File: src/rtl/fir_avmm_pkg.sv
// Shared types and defaults for the FIR Avalon-MM port arbiter.
package fir_avmm_pkg;

  localparam int DEF_NUM_REQ      = 4;
  localparam int DEF_ADDR_W       = 64;
  localparam int DEF_DATA_W       = 64;
  localparam int DEF_READ_LATENCY = 2;

  localparam int MAX_REQ  = 16;
  localparam int REQ_ID_W = $clog2(MAX_REQ);

  typedef logic [REQ_ID_W-1:0] req_id_t;

  // Index of the set bit of a one-hot vector (zero when no bit is set).
  function automatic req_id_t onehot_to_idx(input logic [MAX_REQ-1:0] onehot);
    req_id_t idx;
    idx = '0;
    for (int i = 0; i < MAX_REQ; i++) begin
      if (onehot[i]) begin
        idx = idx | req_id_t'(i);
      end
    end
    return idx;
  endfunction

endpackage

File: src/rtl/fir_rr_arbiter.sv
// Round-robin arbiter: one-hot grant, search starts after the last winner.
module fir_rr_arbiter
  import fir_avmm_pkg::*;
#(
  parameter int NUM_REQ = DEF_NUM_REQ
) (
  input  logic               clock,
  input  logic               resetn,
  input  logic [NUM_REQ-1:0] req,
  output logic [NUM_REQ-1:0] grant,
  output req_id_t            grant_id
);

  req_id_t            ptr_reg;
  logic [MAX_REQ-1:0] grant_wide;
  logic               found;

  // Pick the first requester at or after ptr+1, wrapping; none while in reset.
  always_comb begin
    grant = '0;
    found = 1'b0;
    if (resetn) begin
      for (int off = 1; off <= NUM_REQ; off++) begin
        for (int j = 0; j < NUM_REQ; j++) begin
          if (!found && req[j] && (j == (int'(ptr_reg) + off) % NUM_REQ)) begin
            grant[j] = 1'b1;
            found    = 1'b1;
          end
        end
      end
    end
    grant_wide              = '0;
    grant_wide[NUM_REQ-1:0] = grant;
    grant_id                = onehot_to_idx(grant_wide);
  end

  // The last winner becomes lowest priority; reset favours requester 0.
  always_ff @(posedge clock or negedge resetn) begin
    if (!resetn) begin
      ptr_reg <= req_id_t'(NUM_REQ - 1);
    end else if (|grant) begin
      ptr_reg <= grant_id;
    end
  end

endmodule

File: src/rtl/fir_avmm_arbiter.sv
// Shares one fixed-latency Avalon-MM master among NUM_REQ requesters.
module fir_avmm_arbiter
  import fir_avmm_pkg::*;
#(
  parameter int NUM_REQ      = DEF_NUM_REQ,
  parameter int ADDR_W       = DEF_ADDR_W,
  parameter int DATA_W       = DEF_DATA_W,
  parameter int READ_LATENCY = DEF_READ_LATENCY
) (
  input  logic                         clock,
  input  logic                         resetn,
  input  logic [NUM_REQ*ADDR_W-1:0]     req_address,
  input  logic [NUM_REQ*(DATA_W/8)-1:0] req_byteenable,
  input  logic [NUM_REQ-1:0]            req_read,
  input  logic [NUM_REQ-1:0]            req_write,
  input  logic [NUM_REQ*DATA_W-1:0]     req_writedata,
  output logic [NUM_REQ-1:0]            req_waitrequest,
  output logic [DATA_W-1:0]             req_readdata,
  output logic [NUM_REQ-1:0]            req_readdatavalid,
  output logic [ADDR_W-1:0]             avmm_rw_address,
  output logic [(DATA_W/8)-1:0]         avmm_rw_byteenable,
  output logic                          avmm_rw_read,
  output logic                          avmm_rw_write,
  output logic [DATA_W-1:0]             avmm_rw_writedata,
  input  logic [DATA_W-1:0]             avmm_rw_readdata,
  output logic                          protocol_err
);

  localparam int BE_W = DATA_W / 8;

  logic [NUM_REQ-1:0] grant;
  req_id_t            grant_id;
  logic [ADDR_W-1:0]  sel_address;
  logic [BE_W-1:0]    sel_byteenable;
  logic [DATA_W-1:0]  sel_writedata;
  logic               sel_read;
  logic               sel_write;
  logic               sel_conflict;

  logic [ADDR_W-1:0]  address_reg;
  logic [BE_W-1:0]    byteenable_reg;
  logic [DATA_W-1:0]  writedata_reg;
  logic               read_reg;
  logic               write_reg;
  logic               protocol_err_reg;
  req_id_t            issue_id_reg;

  logic               pipe_valid_reg [READ_LATENCY];
  req_id_t            pipe_id_reg    [READ_LATENCY];

  fir_rr_arbiter #(
    .NUM_REQ (NUM_REQ)
  ) u_arb (
    .clock    (clock),
    .resetn   (resetn),
    .req      (req_read | req_write),
    .grant    (grant),
    .grant_id (grant_id)
  );

  assign req_waitrequest = ~grant;

  // One-hot mux of the granted requester's command; read wins a read/write clash.
  always_comb begin
    sel_address    = '0;
    sel_byteenable = '0;
    sel_writedata  = '0;
    for (int i = 0; i < NUM_REQ; i++) begin
      if (grant[i]) begin
        sel_address    = req_address[i*ADDR_W +: ADDR_W];
        sel_byteenable = req_byteenable[i*BE_W +: BE_W];
        sel_writedata  = req_writedata[i*DATA_W +: DATA_W];
      end
    end
    sel_read     = |(grant & req_read);
    sel_write    = |(grant & req_write & ~req_read);
    sel_conflict = |(grant & req_read & req_write);
  end

  // Output command register; payload holds when nothing is granted.
  always_ff @(posedge clock or negedge resetn) begin
    if (!resetn) begin
      address_reg      <= '0;
      byteenable_reg   <= '0;
      writedata_reg    <= '0;
      read_reg         <= 1'b0;
      write_reg        <= 1'b0;
      protocol_err_reg <= 1'b0;
      issue_id_reg     <= '0;
    end else begin
      read_reg  <= sel_read;
      write_reg <= sel_write;
      if (|grant) begin
        address_reg    <= sel_address;
        byteenable_reg <= sel_byteenable;
        writedata_reg  <= sel_writedata;
        issue_id_reg   <= grant_id;
      end
      if (sel_conflict) begin
        protocol_err_reg <= 1'b1;
      end
    end
  end

  assign avmm_rw_address    = address_reg;
  assign avmm_rw_byteenable = byteenable_reg;
  assign avmm_rw_writedata  = writedata_reg;
  assign avmm_rw_read       = read_reg;
  assign avmm_rw_write      = write_reg;
  assign protocol_err       = protocol_err_reg;

  // ID pipeline matched to memory latency, fed by the issued read strobe.
  for (genvar gi = 0; gi < READ_LATENCY; gi++) begin : g_stage
    always_ff @(posedge clock or negedge resetn) begin
      if (!resetn) begin
        pipe_valid_reg[gi] <= 1'b0;
        pipe_id_reg[gi]    <= '0;
      end else if (gi == 0) begin
        pipe_valid_reg[gi] <= read_reg;
        pipe_id_reg[gi]    <= issue_id_reg;
      end else begin
        pipe_valid_reg[gi] <= pipe_valid_reg[gi-1];
        pipe_id_reg[gi]    <= pipe_id_reg[gi-1];
      end
    end
  end

  // Steer the tap's valid to the owning requester; data is broadcast.
  for (genvar gi = 0; gi < NUM_REQ; gi++) begin : g_rdv
    assign req_readdatavalid[gi] = pipe_valid_reg[READ_LATENCY-1] &&
                                   (pipe_id_reg[READ_LATENCY-1] == req_id_t'(gi));
  end

  assign req_readdata = avmm_rw_readdata;

endmodule

File: config.mk
export PLATFORM = sky130hd
export DESIGN_NAME = fir_avmm_arbiter
export DESIGN_NICKNAME = d
export VERILOG_FILES = /design/src/rtl/fir_avmm_pkg.sv /design/src/rtl/fir_rr_arbiter.sv /design/src/rtl/fir_avmm_arbiter.sv
export SDC_FILE = /design/constraint.sdc
export NUM_CORES = 1
export LEC_CHECK = 0
export CAP_MARGIN = 15
export CORE_AREA = 2 2 325 327
export DETAILED_ROUTE_END_ITERATION = 12
export DIE_AREA = 0 0 327 329
export HOLD_SLACK_MARGIN = 0.03
export PLACE_DENSITY = 0.32
export SLEW_MARGIN = 20
export SYNTH_ARGS = -nofsm -noshare
export SYNTH_HDL_FRONTEND = slang
export SYNTH_SLANG_ARGS = --single-unit
File: constraint.sdc
create_clock -name clock -period 2.67 [get_ports clock]
set_input_delay 0.534 -clock clock [delete_from_list [all_inputs] [get_ports clock]]
set_output_delay 0.534 -clock clock [all_outputs]
set_load 0.01 [all_outputs]
==> results of run 1 <==
[routing by layer]
metal	track usage, %	vias to the layer above
met5	0	-
met4	4.37	12
met3	4.53	94
met2	19.5	582
met1	13.1	5174
li1	-	4770
[critical path: cells and delay by family, from the launching register on]
kind | cells | cell delay [ns]
and+or+nand+nor | 1 | 0.25
DFF | 1 | 0.62
AOI/OAI and AO/OA | 2 | 0.38
buffers and inverters | 3 | 0.29
[synthesized netlist by cell type, types with 2 or more instances]
cell,count
nor3b_1,2
o21ai_0,112
nor2_1,21
o31ai_1,14
a221o_1,2
inv_1,6
o21bai_1,2
o21ai_1,10
a21oi_1,6
buf_6,2
nand3_1,3
buf_4,64
a22o_1,3
dfstp_2,2
clkbuf_2,2
buf_2,33
nand2_1,46
clkbuf_1,63
o221ai_1,39
a32oi_1,2
a22oi_1,97
a221oi_1,53
o21a_1,15
dfrtp_1,147
nand4_1,2
a222oi_1,83
nor3_1,2
and2_1,2
[cells by family after synthesis]
| kind of cell | after synthesis |
|---|---|
| buf+inv | 170 |
| compound gates | 447 |
| simple gates | 86 |
| flops | 149 |
[where the power goes]
part | leakage (µW) | internal, µW | total, µW | switching (µW)
registers | 0.00185 | 3310 | 3990 | 679
logic | 0.00431 | 4430 | 8740 | 4300
clock network | 0.000294 | 1600 | 2810 | 1210
total | 0.00645 | 9340 | 15500 | 6200
[stage by stage]
step	power (µW)	setup slack [ns]	util (%)	std cells	hold slack, ns
2_1_floorplan	7350	0.310	-	852	0.238
6_report	15500	0.0852	17.3	2917	0.0845
3_3_place_gp	12900	-0.795	16.5	2872	0.335
4_1_cts	16000	-0.0543	17.2	2910	0.0943
3_5_place_dp	12800	-0.832	16.5	2872	0.335
5_1_grt	16700	-0.0280	17.3	2917	0.113
[repair_timing]
action,4_1_cts,5_1_grt
setup buffers,8,3
gates cloned,0,0
resized for setup,39,6
pin swaps,7,4
setup endpoints to repair,11,5
hold buffers,1,0
endpoints found under the hold margin,5,0
[worst max path at each step]
stage                     start                   to  depth (start not counted)
2_1_floorplan       req_read[0]   req_waitrequest[3]                          5
4_1_cts        u_arb.ptr_reg[0]   req_waitrequest[3]                          5
3_3_place_gp        req_read[3]  avmm_rw_address[22]                         10
3_5_place_dp        req_read[3]  avmm_rw_address[22]                         10
6_report       u_arb.ptr_reg[0]   req_waitrequest[2]                          6
5_1_grt        u_arb.ptr_reg[0]   req_waitrequest[2]                          6
[area by class of cell]
cell class | instances | area [µm²] | share of cell area, %
Tap cell | 1391 | 1740 | 9.66
Multi-Input combinational cell | 533 | 3930 | 21.8
Timing Repair Buffer | 805 | 7980 | 44.3
Sequential cell | 149 | 3730 | 20.7
Clock inverter | 9 | 154 | 0.854
Antenna cell | 4 | 10.0 | 0.0555
Inverter | 6 | 23.8 | 0.132
Clock buffer | 20 | 457 | 2.53
==> impl_metrics.env, run 1 <==
export IMPL_outcome="finished clean"
export IMPL_syn_area_per_cell_um2=9.92
export IMPL_r2r_slack_ns=0.12
export IMPL_setup_viol=0
export IMPL_post_drt_wl_per_cell_um=22.0
export IMPL_dr_wl_met2_mm=31.7
export IMPL_clock_path_buffers=2
export IMPL_drt_iter0_markers=771
export IMPL_synthTopCellsByArea="dfrtp_1, a222oi_1, a22oi_1"
export IMPL_skew_ns=0.00877
export IMPL_maxCapViolations=0
export IMPL_critPathLaunchType="flop"
export IMPL_io_buffers=700
export IMPL_met1_length_mm=25.0
export IMPL_overflow=0
export IMPL_crit_slowest_cell="dfstp_2"
export IMPL_netlist_instances=852
export IMPL_slew_headroom_pct=35.3
export IMPL_powerDensity_nw_per_um2=862
export IMPL_cts_htree_levels=4
export IMPL_synth_compound_area_share_pct=40.3
export IMPL_critical_path_max_stage_delay_ns=0.62
export IMPL_ant_nets=0
export IMPL_worst_pin_slew_ns=0.971
export IMPL_most_common_layout_cells="clkdlybuf4s50_1, dfrtp_1, o21ai_0"
export IMPL_arrival_ns=2.05
export IMPL_yosys_most_used_dff="dfrtp_1"
export IMPL_ys_ff_latch=149
export IMPL_synth_edf_count=0
export IMPL_synth_top_family_by_area="compound AO/OA/AOI/OAI gates"
export IMPL_root_buffer="clkbuf_16"
export IMPL_min_path_type="input port to async pin"
export IMPL_ys_warn_count=0
export IMPL_die_w_um=327
export IMPL_fillers=11622
export IMPL_drtPass1Iterations=6
export IMPL_ir_worst_vdd_mv=0.393
export IMPL_fp_row_count=119
export IMPL_seq_area_frac_synth_pct=44.2
export IMPL_area_delta_synth_final_pct=113
export IMPL_synth_top_area_share_pct=43.5
export IMPL_routed_top_layer="met5"
export IMPL_start_util_pct=8.10
export IMPL_drc=0
export IMPL_clk_pin_slew_ns=0.07
export IMPL_finalCriticalPeriod_ns=2.58
export IMPL_leakage_uw=0.00645
export IMPL_final_period_utilization_pct=96.8
export IMPL_design_area_um2=18000
export IMPL_cp_required_ns=2.14
export IMPL_r2r_end="avmm_rw_writedata[42]"
export IMPL_synthDistinctLibCells=45
export IMPL_post_dp_cell_area_um2=17200
export IMPL_rsz0062_at_grt="true"
export IMPL_layout_nets=2130
export IMPL_cts_buffers_inserted=17
export IMPL_fmax_ghz=0.387
export IMPL_synth_fa_ha_area_share_pct=0
export IMPL_synth_nets=1470
export IMPL_antenna_found_initial=22
export IMPL_tns_ns=0
export IMPL_grt_pass1_wl_mm=87.4
export IMPL_mostFrequentLayoutCell="clkdlybuf4s50_1"
export IMPL_insertion_delay_ns=0.50
export IMPL_synthXorXnorAreaFrac_pct=0
export IMPL_io_pins=829
export IMPL_track_usage_pct=11.5
export IMPL_cp_common_cell="buf_6"
export IMPL_synth_largest_area_cell="dfrtp_1"
export IMPL_drive_gt1_share_pct=10.9
export IMPL_grt_max_degree=141
export IMPL_yosys_area_share_simple_pct=4.50
export IMPL_grt_pass1_vias=11318
export IMPL_cts_sinks=149
export IMPL_vias_per_cell=3.64
export IMPL_crit_path_end_kind="output pin"
export IMPL_via_count=10632
export IMPL_dpl_hpwl_mm=49.1
export IMPL_die_h_um=329
export IMPL_reg2regPathDepth=8
export IMPL_route_met3_wl_mm=5.66
export IMPL_cp_max_fo=6
export IMPL_synth_area_um2=8450
export IMPL_r2r_start="u_arb.ptr_reg[0]"
export IMPL_hold_viol=0
export IMPL_gp_congestion=0.839
export IMPL_async_flop_share_pct=100
export IMPL_cts_tree="done"
export IMPL_die_area_um2=108000
export IMPL_synth_mux_area_share_pct=0
export IMPL_critPathKind="flop to output pin"
export IMPL_coreArea_um2=104000
export IMPL_wl_mm=64.3
export IMPL_cp_cell_sequence="o21ba_4 > a21o_1 > nor3_4 > buf_6 > inv_2 > buf_6"
export IMPL_slew_violations=0
Note: power is estimated with default switching activity, not from simulation.
==> run 2, diff against run 1 <==
--- a/config.mk
+++ b/config.mk
@@ -6,11 +6,12 @@
 export NUM_CORES = 1
 export LEC_CHECK = 0
 export CAP_MARGIN = 15
-export CORE_AREA = 2 2 325 327
+export CORE_AREA = 2 2 326 328
 export DETAILED_ROUTE_END_ITERATION = 12
-export DIE_AREA = 0 0 327 329
+export DIE_AREA = 0 0 328 330
+export DONT_BUFFER_PORTS = 1
 export HOLD_SLACK_MARGIN = 0.03
-export PLACE_DENSITY = 0.32
+export PLACE_DENSITY = 0.3
 export SLEW_MARGIN = 20
 export SYNTH_ARGS = -nofsm -noshare
 export SYNTH_HDL_FRONTEND = slang
==> constraint.sdc (replaced) <==
create_clock -name clock -period 2.1 [get_ports clock]
set_input_delay 0.42 -clock clock [delete_from_list [all_inputs] [get_ports clock]]
set_output_delay 0.42 -clock clock [all_outputs]
set_load 0.01 [all_outputs]
==> impl_metrics.env, run 2 (synthesis gave the netlist of run 1 again) <==
export IMPL_outcome="complete, but fails checks"
export IMPL_violations="hold timing, setup timing"
export IMPL_cts_htree_levels=4
export IMPL_io_pins=829
export IMPL_r2r_slack_ns=-0.24
export IMPL_drc=0
export IMPL_drt_iter0_markers=910
export IMPL_layout_nets=1565
export IMPL_reg2regPathDepth=10
export IMPL_fillers=11746
export IMPL_ir_worst_vdd_mv=0.743
export IMPL_mostFrequentLayoutCell="dfrtp_1"
export IMPL_setup_viol=111
export IMPL_via_count=9142
export IMPL_die_w_um=328
export IMPL_maxCapViolations=0
export IMPL_gp_congestion=0.780
export IMPL_fmax_ghz=0.425
export IMPL_cp_cell_sequence="o21bai_4 > a21oi_4 > nor3_4 > buf_12 > nand2_4"
export IMPL_drtPass1Iterations=7
export IMPL_io_buffers=0
export IMPL_area_delta_synth_final_pct=67.1
export IMPL_track_usage_pct=9.36
export IMPL_dp_cells=2161
export IMPL_design_area_um2=14100
export IMPL_insertion_delay_ns=0.51
export IMPL_critical_path_max_stage_delay_ns=0.61
export IMPL_post_drt_wl_per_cell_um=27.4
export IMPL_crit_buf_inv=1
export IMPL_slew_violations=0
export IMPL_stdcell_count=2359
export IMPL_cts_sinks=149
export IMPL_arrival_ns=1.93
export IMPL_clock_path_buffers=2
export IMPL_drive_gt1_share_pct=34.1
export IMPL_die_area_um2=108000
export IMPL_cts_buffers_inserted=17
export IMPL_ant_nets=0
export IMPL_finalCriticalPeriod_ns=2.35
export IMPL_post_dp_cell_area_um2=10200
export IMPL_crit_slowest_cell="dfstp_2"
export IMPL_hold_viol=148
export IMPL_wl_mm=64.7
export IMPL_vias_per_cell=3.88
export IMPL_cts_tree="done"
export IMPL_critPathLaunchType="flop"
export IMPL_most_common_layout_cells="dfrtp_1, o21ai_1, a222oi_1"
export IMPL_dpl_hpwl_mm=38.7
export IMPL_skew_ns=0.0236
export IMPL_grt_max_degree=204
export IMPL_fp_row_count=119
export IMPL_hold_slack_ns=-0.379
export IMPL_antenna_found_initial=14
export IMPL_path_delay_family="flip-flops"
export IMPL_grt_pass1_vias=8905
export IMPL_cts_hold_buf=64
export IMPL_overflow=0
export IMPL_powerDensity_nw_per_um2=1520
export IMPL_r2r_start="u_arb.ptr_reg[0]"
export IMPL_rsz0062_at_grt="true"
export IMPL_r2r_end="avmm_rw_address[56]"
export IMPL_final_period_utilization_pct=112
export IMPL_cp_max_fo=5
export IMPL_slew_headroom_pct=52.3
export IMPL_start_util_pct=8.07
export IMPL_timing_final_ws_setup_ns=-0.254
export IMPL_grt_pass1_wl_mm=69.5
export IMPL_critPathKind="flop to output pin"
export IMPL_leakage_uw=0.00490
export IMPL_cp_required_ns=1.68
export IMPL_crit_path_end_kind="output pin"
export IMPL_die_h_um=330
export IMPL_clk_pin_slew_ns=0.07
export IMPL_worst_pin_slew_ns=0.716
export IMPL_root_buffer="clkbuf_16"
export IMPL_coreArea_um2=105000
export IMPL_min_path_type="input port to async pin"
run 2: cell count changes in the layout (fill, tap and decap cells not counted), sizes merged, moves of 2 or more:
cell | previous run | this run
buf | 108 | 153
clkinv | 4 | 6
diode | 4 | 8
dlygate4sd2 | 7 | 0
clkdlybuf4s50 | 687 | 0
clkbuf | 21 | 43
bufinv | 4 | 2
dlygate4sd3 | 1 | 64
run 2: stage by stage:
step	util [%]	hold slack [ns]	worst slack (ns)	total power [µW]	setup TNS [ns]
after detailed placement	9.71	0.129	-0.655	12700	-15.94
after CTS	11.7	-0.457	-0.279	18000	-13.49
after floorplan	-	0.124	0.0592	9340	0
after global routing	13.5	-0.445	-0.346	22600	-17.85
final	13.5	-0.379	-0.254	21400	-9.45
after global placement	9.71	0.131	-0.641	12600	-16.34
run 2: worst max path at each step:
stage / slack, ns / start / cells after the start / endpoint
floorplan: 0.06 / req_read[0] / 5 / req_waitrequest[3]
global placement: -0.64 / u_arb.ptr_reg[0] / 8 / avmm_rw_writedata[58]
detailed placement: -0.66 / u_arb.ptr_reg[0] / 8 / avmm_rw_writedata[60]
CTS: -0.28 / u_arb.ptr_reg[0] / 5 / req_waitrequest[2]
global route: -0.35 / u_arb.ptr_reg[0] / 5 / req_waitrequest[2]
finish: -0.25 / u_arb.ptr_reg[0] / 5 / req_waitrequest[1]
run 2: final cells by class:
class                   count  area (µm²)  area share (%)
multi-input cells         534        4810            34.1
clock inverters            11         124           0.877
inverters                   6        31.3           0.222
diodes                      8        20.0           0.142
clock buffers              21         460            3.26
repair buffers            239        3200            22.6
well taps                1391        1740            12.3
flip-flops and latches    149        3730            26.4
run 2: worst register-to-register path, stage by stage (launching register included):
cell	delay (ns)
dfstp_2	0.61
buf_4	0.14
nor3b_4	0.23
nor3_4	0.09
buf_12	0.17
buf_6	0.12
buf_12	0.14
buf_12	0.15
a22oi_2	0.30
buf_4	0.18
o21ai_1	0.06
run 2: metal layers:
metal | wire length, µm | up-vias | GRT usage [%]
met1 | 24400 | 4583 | 10.4
li1 | - | 3681 | -
met4 | 3670 | 6 | 6.20
met2 | 31100 | 709 | 14.9
met3 | 5520 | 163 | 3.62
met5 | 34 | - | 0
run 2: timing repair:
action                     in CTS  in global routing
buffers inserted               19                 34
resized for setup              93                233
setup endpoints to repair     132                142
gates cloned                    9                 34
pin swaps                      18                 55
hold endpoints to repair      193                149
run 2: power breakdown:
group | switching (µW) | internal (µW)
clock | 1530 | 1810
sequential | 1920 | 4200
combinational | 6150 | 5840
total | 9590 | 11800
